$ cat config.mk
export PLATFORM = sky130hd
export DESIGN_NAME = bin_to_bcd_seq
export DESIGN_NICKNAME = d
export VERILOG_FILES = /design/src/rtl/bcd_pkg.sv /design/src/rtl/bcd_digit_adjust.sv /design/src/rtl/bin_to_bcd_seq.sv
export SDC_FILE = /design/constraint.sdc
export NUM_CORES = 1
export LEC_CHECK = 0
export BUFFER_PORTS_ARGS = -buffer_cell sky130_fd_sc_hd__buf_2
export CAP_MARGIN = 20
export CORE_ASPECT_RATIO = 1.4
export CORE_MARGIN = 5
export CORE_UTILIZATION = 55
export CTS_BUF_LIST = sky130_fd_sc_hd__clkbuf_4
export CTS_CLUSTER_DIAMETER = 60
export DETAILED_ROUTE_END_ITERATION = 10
export PLACE_DENSITY = 0.76
export SLEW_MARGIN = 20
export SYNTH_ARGS = -nofsm -noshare
export SYNTH_HDL_FRONTEND = slang
export SYNTH_SLANG_ARGS = --single-unit
$ cat constraint.sdc
create_clock -name clk -period 1.6 [get_ports clk]
set_input_delay 0.08 -clock clk [delete_from_list [all_inputs] [get_ports clk]]
set_output_delay 0.08 -clock clk [all_outputs]
set_load 0.02 [all_outputs]
$ cat src/rtl/bcd_pkg.sv
// Shared definitions for the sequential binary-to-BCD converter.
package bcd_pkg;

  // Converter FSM encoding.
  typedef enum logic [1:0] {
    ST_IDLE  = 2'd0,
    ST_SHIFT = 2'd1,
    ST_DONE  = 2'd2
  } state_e;

  // A working digit at or above this value is corrected before the next shift.
  localparam logic [3:0] ADJ_THRESHOLD = 4'd5;
  // The correction: after doubling, +3 becomes +6 and pushes the digit past 9 into a carry.
  localparam logic [3:0] ADJ_ADD       = 4'd3;

endpackage

$ cat src/rtl/bcd_digit_adjust.sv
// One BCD digit's add-3 correction for the double-dabble step.
module bcd_digit_adjust
  import bcd_pkg::*;
(
  input  logic [3:0] digit_i,
  output logic [3:0] digit_o
);

  // Input never exceeds 9, so the 4-bit sum cannot wrap.
  always_comb begin
    digit_o = (digit_i >= ADJ_THRESHOLD) ? digit_i + ADJ_ADD : digit_i;
  end

endmodule

$ cat src/rtl/bin_to_bcd_seq.sv
// Sequential shift-and-add-3 binary-to-BCD converter, one input bit per clock.
// The result register only updates when a conversion completes, so downstream
// 7-segment decoders never see intermediate values.
module bin_to_bcd_seq
  import bcd_pkg::*;
#(
  parameter int unsigned BIN_WIDTH = 8,
  parameter int unsigned DIGITS    = 3
) (
  input  logic                  clk,
  input  logic                  rst_n,
  input  logic                  start,
  input  logic [BIN_WIDTH-1:0]  bin_in,
  output logic                  busy,
  output logic                  done,
  output logic [4*DIGITS-1:0]   bcd_out,
  output logic                  overflow
);

  localparam int unsigned BcdW = 4 * DIGITS;
  localparam int unsigned CntW = $clog2(BIN_WIDTH + 1);

  state_e               state_q, state_d;
  logic [BIN_WIDTH-1:0] bin_q, bin_d;
  logic [BcdW-1:0]      work_q, work_d;
  logic [BcdW-1:0]      work_adj;
  logic [CntW-1:0]      cnt_q, cnt_d;
  logic                 sticky_q, sticky_d;
  logic [BcdW-1:0]      bcd_q, bcd_d;
  logic                 ovf_q, ovf_d;
  logic                 done_q, done_d;

  // Per-digit add-3 correction, applied to all working digits in parallel.
  for (genvar k = 0; k < DIGITS; k++) begin : g_adj
    bcd_digit_adjust u_adj (
      .digit_i (work_q[4*k +: 4]),
      .digit_o (work_adj[4*k +: 4])
    );
  end

  // Next-state logic for the FSM, datapath and result registers.
  always_comb begin
    state_d  = state_q;
    bin_d    = bin_q;
    work_d   = work_q;
    cnt_d    = cnt_q;
    sticky_d = sticky_q;
    bcd_d    = bcd_q;
    ovf_d    = ovf_q;
    done_d   = 1'b0;

    unique case (state_q)
      ST_IDLE: begin
        if (start) begin
          bin_d    = bin_in;
          work_d   = '0;
          sticky_d = 1'b0;
          cnt_d    = CntW'(BIN_WIDTH);
          state_d  = ST_SHIFT;
        end
      end
      ST_SHIFT: begin
        work_d   = {work_adj[BcdW-2:0], bin_q[BIN_WIDTH-1]};
        bin_d    = bin_q << 1;
        // A bit leaving the top digit means the value does not fit in DIGITS digits.
        sticky_d = sticky_q | work_adj[BcdW-1];
        cnt_d    = cnt_q - 1'b1;
        if (cnt_q == CntW'(1)) begin
          state_d = ST_DONE;
        end
      end
      ST_DONE: begin
        // done is registered alongside the result so both appear on the same cycle.
        done_d  = 1'b1;
        bcd_d   = work_q;
        ovf_d   = sticky_q;
        state_d = ST_IDLE;
      end
      default: begin
        state_d = ST_IDLE;
      end
    endcase
  end

  // State and datapath registers with asynchronous active-low reset.
  always_ff @(posedge clk or negedge rst_n) begin
    if (!rst_n) begin
      state_q  <= ST_IDLE;
      bin_q    <= '0;
      work_q   <= '0;
      cnt_q    <= '0;
      sticky_q <= 1'b0;
      bcd_q    <= '0;
      ovf_q    <= 1'b0;
      done_q   <= 1'b0;
    end else begin
      state_q  <= state_d;
      bin_q    <= bin_d;
      work_q   <= work_d;
      cnt_q    <= cnt_d;
      sticky_q <= sticky_d;
      bcd_q    <= bcd_d;
      ovf_q    <= ovf_d;
      done_q   <= done_d;
    end
  end

  // Output mapping.
  always_comb begin
    busy     = (state_q != ST_IDLE);
    done     = done_q;
    bcd_out  = bcd_q;
    overflow = ovf_q;
  end

endmodule

* Yosys cells after proc, flatten, opt, wreduce, memory -nomap -nowiden
Cells that the tools add are included.
** Storage, ports and cells
- Flip-flop bits (word level) :: 41
- Logic and storage cells :: 41
- Output and inout port bits :: 15
- Input bits :: 11
** Operators by class
- Magnitude comparators :: 3
- Bitwise operators :: 1
- Muxes and demuxes :: 15
- $add $sub $neg :: 4
- Equality and inequality tests :: 5
- Reduce and logical (&&, ||, !) cells :: 5
** Operators with widths (count)
- $pmux W12 S2 :: 1
- $mux W4 :: 4
- $pmux W8 S2 :: 1
- $add A4 B2 Y4 const B :: 3
- $ge A4 B3 Y1 const B :: 3
- $mux W12 :: 1
- $mux W8 :: 1
- $pmux W4 S2 :: 1
- $eq A4 B1 Y1 const B :: 1
- $mux W2 :: 2
- $ne A2 B2 Y1 const B :: 2
- $pmux W2 S2 :: 1
- $reduce_and A2 Y1 :: 2
- $reduce_bool A2 Y1 :: 2
- $sub A4 B1 Y4 const B :: 1
- $eq A2 B1 Y1 const B :: 1
- $eq A2 B2 Y1 const B :: 1
- $logic_not A2 Y1 :: 1
- $mux W1 :: 2
- $pmux W1 S2 :: 1
- $or A1 B1 Y1 :: 1

* Longest topological paths before layout
Gate-level depths: netlist (run 1).
- Depth in word-level cells :: 4
- Mapped depth :: 5
- Gate-level depth less buffers :: 5

* Hierarchy
From an unflattened synthesis (run 1), not the netlist that was laid out.
** Unflattened totals
- Cells, all modules :: 182
- Area, all modules :: 2023.2 µm²
** By module, submodules not included
- bin_to_bcd_seq :: times used 1, seq. area each 1026.0 µm², area an instance 1719.1 µm², cells each 134
- bcd_digit_adjust :: times used 3, seq. area each 0.0 µm², area an instance 101.3 µm², cells each 16

* Worst setup path after synthesis (run 1)
No wires, ideal clock.
- Path type :: reg-to-reg
- Start :: reg work_q[8]
- End :: reg work_q[10]
- Library setup time :: 0.104 ns
- Arrival time :: 1.192 ns
- Path slack :: 0.304 ns
- Stages on the path, launching flop included :: 6
- Cell sequence :: dfrtp_1 inv_1 ha_1 nor2b_1 o21a_1 o311ai_1
** Between the ends
- Word-level cells in the longest chain between the ends :: 3
- Elaborated cells between the ends (all ways) :: 4
** Ends and longest elaborated chain
- from (decl) :: RTL line bin_to_bcd_seq.sv:25 : logic [BcdW-1:0] work_q, work_d;
- from (signal assigned) :: RTL line bin_to_bcd_seq.sv:99 : work_q <= work_d;
- $add A4 B2 Y4 or $ge A4 B3 Y1 (tied branches) :: RTL line bcd_digit_adjust.sv:11 : digit_o = (digit_i >= ADJ_THRESHOLD) ? digit_i + ADJ_ADD : digit_i;
- $mux W4 (*) :: RTL line bcd_digit_adjust.sv:11
- $pmux W12 S2 (*) :: RTL line bin_to_bcd_seq.sv:52 : unique case (state_q)
Mark *: on every way between the ends. The rest lies on a longest branch, timed or not.
A chain may end at the register's enable or synchronous reset.

* Worst setup path after layout (run 1)
Ends and elaborated chain as after synthesis.

==> impl_results.md, run 1 <==
* Worst Clk Skew at 16.7 ps
* Initial core utilization at 56.2%
* Num ports at 26
* CP Capture Type: flip-flop
* Total buffers and inverters traversed by the critical path at 1
* Fmax achieved at 652 MHz
* CTS Buf Count at 5
* Placer congestion estimate at between 0.8 and 0.9
* # clock sinks at 41
* Diode count at 0
* CP top delay family: compound AO/OA/AOI/OAI gates
* Final hold slack at 124 ps
* GRT Total Usage at 18.5%
* GRT met2 Usage at approximately a third
* Crit path kind: flip-flop to flip-flop
* Vias per std cell at 5.52
* Final wirelength at ~3900 um
* Relative slew slack at 66.1%
* Layout cell share with drive strength beyond 1 at a little under a quarter
* Ys Warns at 0
* DR iter-0 viols at 41
* HP Class: primary input to flip-flop
* Root Driver: clkbuf_4
* FP Rows at 26
* Crit path cell chain: inv_1, ha_1, nor2b_2, o21a_1, o311ai_2
* Final period utilization at 95.9%
* H-tree levels at 2
* Library cells used by synthesis at 37
* Lkg Pwr at ~1.2 nW
* Reg clk slew, reported paths at 130 ps
* Startpoint Class: flip-flop
* Setup violators final at 0
* Largest net degree at the start of global routing at 42
* Port Buffers at 25
* Final Util at about 64%
* Total Nets Final at 246
* Chip Width at 61.3 um
* Max-cap violations at 0
* Synth Flop Type: dfrtp_1
* Area Overhead vs Synth at 14.6%
* GR Layer Usage met1 at 22.1%
* 1st-pass router iterations at 4
* CTS tree: done
* Antenna Nets Post-Route at 0
* Max Root-Sink Buffers at 2
* Final Critical Period at 1530 ps
* Crit path DAT at 1770 ps
* Async SR Flop Fraction at 100%
* GRT overflow at 0
* Syn Inst Count at 196
* Synthesized flop and latch total at 41
* Total power divided by cell area at 1960 mW/mm^2
* Synthesized area per cell at 10.3 um^2
* First-pass GRT wire length at roughly 7000 um
* Syn Nets at about 220
* Status: finished clean
* Busiest grt layer: met2
* Worst skew pair latency at 360 ps
* Die H at 81.9 um
* Worst Path Max Fanout at 4
* CP required at about 1800 ps
* CP peak stage delay at 430 ps
* DR WL/cell at between 10 and 15 um
* Die area at 0.00502 mm^2
* Initial antenna violation count at 0
* Actual slew at the worst max-slew pin at between 500 and 600 ps
* Post-synthesis sequential area ratio at 50.6%
* Via total after detailed routing at 1490
* Number of flops mapped to enable cells by yosys at 0
* Fin. max-slew vios at 0
* CORE AREA at 0.00361 mm^2
* Final hold violations at 0
* Vias in the first global route at 1540
* Cell Area, Synth at approximately 0.0020 mm^2
* Peak supply drop at 0.00115 V
* Slowest cell on the critical path: dfrtp_1
* Remaining DRCs at 0
* Hpwl dp at 2710 um
* Grt met3 use at between 4 and 5%
-- cell families (layout without fill, tap and decap cells) --
group                    after synthesis  in the layout  share of synthesized area (%)
flip-flops                            41             41                           50.6
AND/OR/NAND/NOR                       49             49                           12.5
adder cells (fa/ha/maj)                8              8                           4.94
XOR/XNOR                               3              3                           1.30
multiplexers                           3              3                           1.79
buffers and inverters                 28             60                           7.40
AO/OA/AOI/OAI                         64             64                           21.5
-- layout make-up --
class / count / area, um^2
Inverter: 17 / 63.8
Sequential cell: 41 / 1030
Timing Repair Buffer: 35 / 215
Clock inverter: 3 / 65.1
Multi-Input combinational cell: 127 / 862
Tap cell: 42 / 52.6
Clock buffer: 5 / 37.5
Fill cell: 308 / 1290
-- where the power goes --
part | internal [mW] | switching [mW] | total, mW
combinational | 0.862 | 1.14 | 2.00
sequential | 1.44 | 0.288 | 1.73
clock | 0.484 | 0.339 | 0.823
-- registers in the layout, summed over array words and instances, names as in the netlist --
name / flops
cnt_q: 4
overflow: 1
work_q: 12
bin_q: 8
state_q: 2
sticky_q: 1
done: 1
bcd_out: 12
-- worst min-delay path, cell delays in order --
cell	delay, ps
buf_2	90
inv_1	40
a2bb2oi_1	140
o21ai_0	80
-- metrics by stage --
| stage | std cells | power (mW) | setup TNS (ps) | worst slack [ps] | cell area (um^2) |
|---|---|---|---|---|---|
| 2_1_floorplan | 196 | 3.19 | 0 | 304 | 2030 |
| 3_3_place_gp | 259 | 3.61 | 0 | 154 | 2180 |
| 3_5_place_dp | 259 | 3.69 | 0 | 117 | 2180 |
| 4_1_cts | 268 | 4.53 | 0 | 14.6 | 2300 |
| 5_1_grt | 270 | 4.95 | -6.03 | -6.03 | 2320 |
| 6_report | 270 | 4.55 | 0 | 65.5 | 2320 |
-- layout by cell type, fill, tap and decap left out, types with 2 or more instances in the layout --
cell type,Yosys,routed
buf_2,2,25
nand2_1,28,28
o221ai_1,3,3
clkbuf_4,0,5
o311ai_1,3,2
o31ai_2,2,2
dfrtp_1,41,39
o21ai_1,8,8
xnor2_1,3,3
nor2_1,3,3
o31ai_1,2,2
dfrtp_2,0,2
a32o_1,3,3
bufinv_16,0,2
inv_1,17,17
nand2b_1,4,4
o21a_1,3,3
a21oi_1,8,8
nor2b_1,3,2
o32ai_1,2,2
o2111ai_1,6,6
o21ai_0,18,18
and3b_1,7,7
buf_4,5,8
ha_1,8,8
-- Yosys cell counts, types with 3 or more instances --
cell type | instances | share of area, %
and3b_1 | 7 | 3.0
nand2_1 | 28 | 5.2
inv_1 | 17 | 3.1
a21oi_1 | 8 | 2.0
buf_4 | 5 | 1.9
o21a_1 | 3 | 1.1
xnor2_1 | 3 | 1.3
o21ai_0 | 18 | 4.4
o21ai_1 | 8 | 2.0
nor2b_1 | 3 | 0.93
a32o_1 | 3 | 1.5
buf_6 | 3 | 1.7
o221ai_1 | 3 | 1.3
o311ai_1 | 3 | 1.3
ha_1 | 8 | 4.9
o2111ai_1 | 6 | 2.6
dfrtp_1 | 41 | 51
nor2_1 | 3 | 0.56
nand2b_1 | 4 | 1.2
-- routing by layer --
metal | wire [um] | up-vias
li1 | - | 754
met1 | 1690 | 700
met2 | 1950 | 29
met3 | 177 | 7
met4 | 69 | 0
met5 | 0 | -
-- timing repair --
item	in CTS	in global routing
gates resized for setup	1	3
setup buffers	0	2
setup endpoints to repair	1	3
hold buffers	1	0
hold endpoints to repair	41	0
-- path summary, 6_finish.rpt --
path                       depth (start not counted)  slack [ps]          to        from
setup / recovery                                   5          70  work_q[10]   work_q[8]
hold / removal                                     4         120    bin_q[0]   bin_in[0]
setup reg to reg                                   5          70  work_q[10]   work_q[8]
hold reg to reg                                    2         480  bcd_out[3]  bcd_out[3]
max in group asynchronous                          3         910  state_q[1]       rst_n
min in group asynchronous                          3         310  bcd_out[1]       rst_n
Note: power is estimated with default switching activity, not from simulation.
==> inputs of run 2 (changes only) <==
--- a/config.mk
+++ b/config.mk
@@ -5,6 +5,7 @@
 export SDC_FILE = /design/constraint.sdc
 export NUM_CORES = 1
 export LEC_CHECK = 0
+export ABC_AREA = 1
 export BUFFER_PORTS_ARGS = -buffer_cell sky130_fd_sc_hd__buf_2
 export CAP_MARGIN = 20
 export CORE_ASPECT_RATIO = 1.4
==> run 2 against run 1 <==
- global-route usage fell by 0.38 points
- worst setup slack gained 190 ps
- sequential power about the same
- largest cell class unchanged
- highest routed layer unchanged
==> impl_results.md, run 2 <==
* CORE AREA at 0.00358 mm^2 (-0.90%)
* Max Root-Sink Buffers at 2 (unchanged)
* Crit path kind: flip-flop to flip-flop
* Number of flops mapped to enable cells by yosys at 0 (unchanged)
* Largest cells by area after synthesis: dfrtp_1 (51%), nand2_1 (16%), nand3_1 (5.3%)
* Vias per std cell at 5.05 (-8.4%)
* CTS Buf Count at 5 (unchanged)
* FP Rows at 26 (unchanged)
* Post-Route Setup TNS at 0 ps (unchanged)
* Worst Reg-to-Reg Cells at 8 (+3)
* Worst Clk Skew at 11.5 ps (-5.20 ps)
* Synth top cells by count: nand2_1 (87), dfrtp_1 (41), inv_1 (21), nand3_1 (21), o21ai_2 (12)
* Final Util at 65.1% (+0.76 points)
* Synthesized flop and latch total at 41 (unchanged)
* Root Driver: clkbuf_4
* Lkg Pwr at 1.23 nW (+6.6%)
* Diode count at 0 (unchanged)
* Post-synthesis simple-gate area fraction at 26.3% (+14 points)
* Initial core utilization at 55.9% (-0.29 points)
* Final instance area at 0.00233 mm^2 (+0.27%)
* Initial antenna violation count at 0 (unchanged)
* Final wirelength at 3700 um (-4.9%)
* Async SR Flop Fraction at 100% (unchanged)
* GRT Total Usage at 18.2% (-0.38 points)
* Worst R2R Start: work_q[8]
* Num ports at 26 (unchanged)
* First-pass GRT wire length at 6780 um (-3.3%)
* Via total after detailed routing at 1597 (+7.2%)
* Synth Area in Compound Gates at 10.0% (-12 points)
* Post-DP Area at 0.00217 mm^2 (-0.74%)
* Unrepaired setup endpoints after global routing: false
* 1st-pass router iterations at 4 (unchanged)
* Post-synthesis sequential area ratio at 51.3% (+0.73 points)
* Worst Hold Depth at 3 (-1)
* Slowest cell on the critical path: dfrtp_1
* Worst Path Max Fanout at 4 (unchanged)
* Status: finished clean
* Vias in the first global route at 1568 (+1.8%)
* Largest net degree at the start of global routing at 42 (unchanged)
* Worst skew pair latency at 350 ps (about the same)
* H-tree levels at 2 (unchanged)
* Final Critical Period at 1350 ps (-186 ps)
* Critical Path Stages at 8 (+3)
* Syn Inst Count at 233 (+19%)
* Layout cell share with drive strength beyond 1 at 21.2% (-2.5 points)
* Final period utilization at 84.3% (-12 points)
* Antenna Nets Post-Route at 0 (unchanged)
* Synth Flop Type: dfrtp_1
* Chip Width at 61.0 um (-0.60%)
* Crit path cell chain: inv_1, ha_1, nand2_1, nand2_1, nand2_1, nand2_1, nand3_1, nand2_1
* HP Class: primary input to flip-flop
* Fmax achieved at 741 MHz (+14%)
* Most frequent cells in the layout: nand2_1 (87), dfrtp_1 (41), buf_2 (25)
* Synth area leader: dfrtp_1
* Most common cell in the synthesized netlist: nand2_1
* Worst Setup SP: work_q[8]
* Die area at 0.00496 mm^2 (-1.2%)
* Syn Nets at 252 (+17%)
* Total buffers and inverters traversed by the critical path at 1 (unchanged)
* Fin. max-slew vios at 0 (unchanged)
* Port Buffers at 25 (unchanged)
* Total Power at 4.42 mW (-2.7%)
* DR iter-0 viols at 57 (+39%)
* Peak supply drop at 0.000959 V (-17%)
* Pre-CTS setup slack at 297 ps (+180 ps)
* Post-Synth XOR/XNOR Area at 0% (-1.3 points)
* CP peak stage delay at 440 ps (about the same)
* Area Overhead vs Synth at 16.6%
* CP top delay family: simple AND/OR/NAND/NOR gates
* Hpwl dp at 2600 um (-4.1%)
* Ys Warns at 0 (unchanged)
* CTS tree: done
* Layout fillers at 342 (+11%)
* Combinational family with the most area after synthesis: simple AND/OR/NAND/NOR gates
* Reg clk slew, reported paths at 120 ps (about the same)
* DR WL/cell at 11.7 um (-19%)
* Library cells used by synthesis at 23 (-38%)
* # clock sinks at 41 (unchanged)
* Max-cap violations at 0 (unchanged)
* Most frequent CP cell: nand2_1
* Mux cell area share after synthesis at 0% (-1.8 points)
* Die H at 81.3 um (-0.62%)
* Crit path DAT at 1590 ps (-180 ps)
* Setup violators final at 0 (unchanged)
* Remaining DRCs at 0 (unchanged)
* Relative slew slack at 66.2% (+0.082 points)
* CP Capture Type: flip-flop
* Total power divided by cell area at 1900 mW/mm^2 (-3.0%)
* Cell Area, Synth at 0.00200 mm^2 (-1.4%)
* Final hold violations at 0 (unchanged)
* Setup WS post-layout at 251 ps (+186 ps)
* Total Nets Final at 293 (+19%)
* Startpoint Class: flip-flop
* Min-delay src: start
* Most common cell after layout, fill and taps aside: nand2_1
* GRT overflow at 0 (unchanged)
* Placer congestion estimate at 0.784 (-9.4%)
* CP required at 1840 ps (about the same)
* Synthesized area per cell at 8.58 um^2 (-17%)
* Post_cts resized at 0 (-1)
* Adder-Cell Fraction of Synth Area at 5.01% (+0.071 points)
* Actual slew at the worst max-slew pin at 507 ps (-1.22 ps)
* Yosys top cell area share at 51.3% (+0.73 points)
==> run 2: cell count changes after synthesis, moves of 7 or more <==
cell / before / now
nand2_1: 28 / 87
nand3_1: 0 / 21
o21ai_2: 0 / 12
o21ai_0: 18 / 9
and3b_1: 7 / 0
==> run 2: final timing paths <==
check / to / slack [ps]
setup / recovery: work_q[10] / 250
hold / removal: state_q[0] / 60
setup reg to reg: work_q[10] / 250
hold reg to reg: overflow / 480
max in group asynchronous: work_q[2] / 930
min in group asynchronous: cnt_q[1] / 310
==> run 2: kinds of logic after synthesis <==
group | count (synthesis)
and+or+nand+nor | 123
DFF | 41
buffers and inverters | 31
AOI/OAI and AO/OA | 30
adders and majority gates | 8
==> run 2: where the power goes <==
group          leakage, nW  total [mW]  internal [mW]  switching, mW
registers            0.515        1.74           1.46          0.286
clock network       0.0410       0.645          0.318          0.326
logic                0.675        2.03          0.736           1.30
total                 1.23        4.42           2.51           1.91
==> run 2: what timing repair did <==
| action | in CTS | in global routing |
|---|---|---|
| hold endpoints to repair | 49 | 0 |
| endpoints found under the setup margin | 0 | 0 |
| buffers inserted | 0 | 0 |
| hold buffers | 9 | 0 |
==> run 2: routing by layer <==
layer  track usage, %  routed length (um)  vias up  part of all wire [%]
met3             4.45                 188        8                   5.1
met2             30.8                1910       34                    52
met1             21.3                1530      716                    41
li1                 -                   -      839                     -
met5                0                   0        -                     0
met4             7.81                  70        0                   1.9
==> run 2: tightest hold or removal path, delay by kind of cell <==
family / cells / cell delay (ps)
AO/OA/AOI/OAI: 1 / 100
buffers and inverters: 1 / 90
AND/OR/NAND/NOR: 1 / 100
==> run 2: cell type report <==
class | count | area [um^2] | area share, %
multi-input cells | 161 | 827 | 35.5
clock buffers | 5 | 37.5 | 1.61
clock inverters | 2 | 35.0 | 1.50
flip-flops and latches | 41 | 1030 | 44.0
inverters | 26 | 100 | 4.29
well taps | 42 | 52.6 | 2.25
repair buffers | 39 | 253 | 10.8
==> run 2: metrics by stage <==
stage          hold WS (ps)  cells
4_1_cts                55.6    316
3_3_place_gp            170    300
2_1_floorplan          -216    233
6_report               60.3    316
5_1_grt                63.8    316
3_5_place_dp            172    300
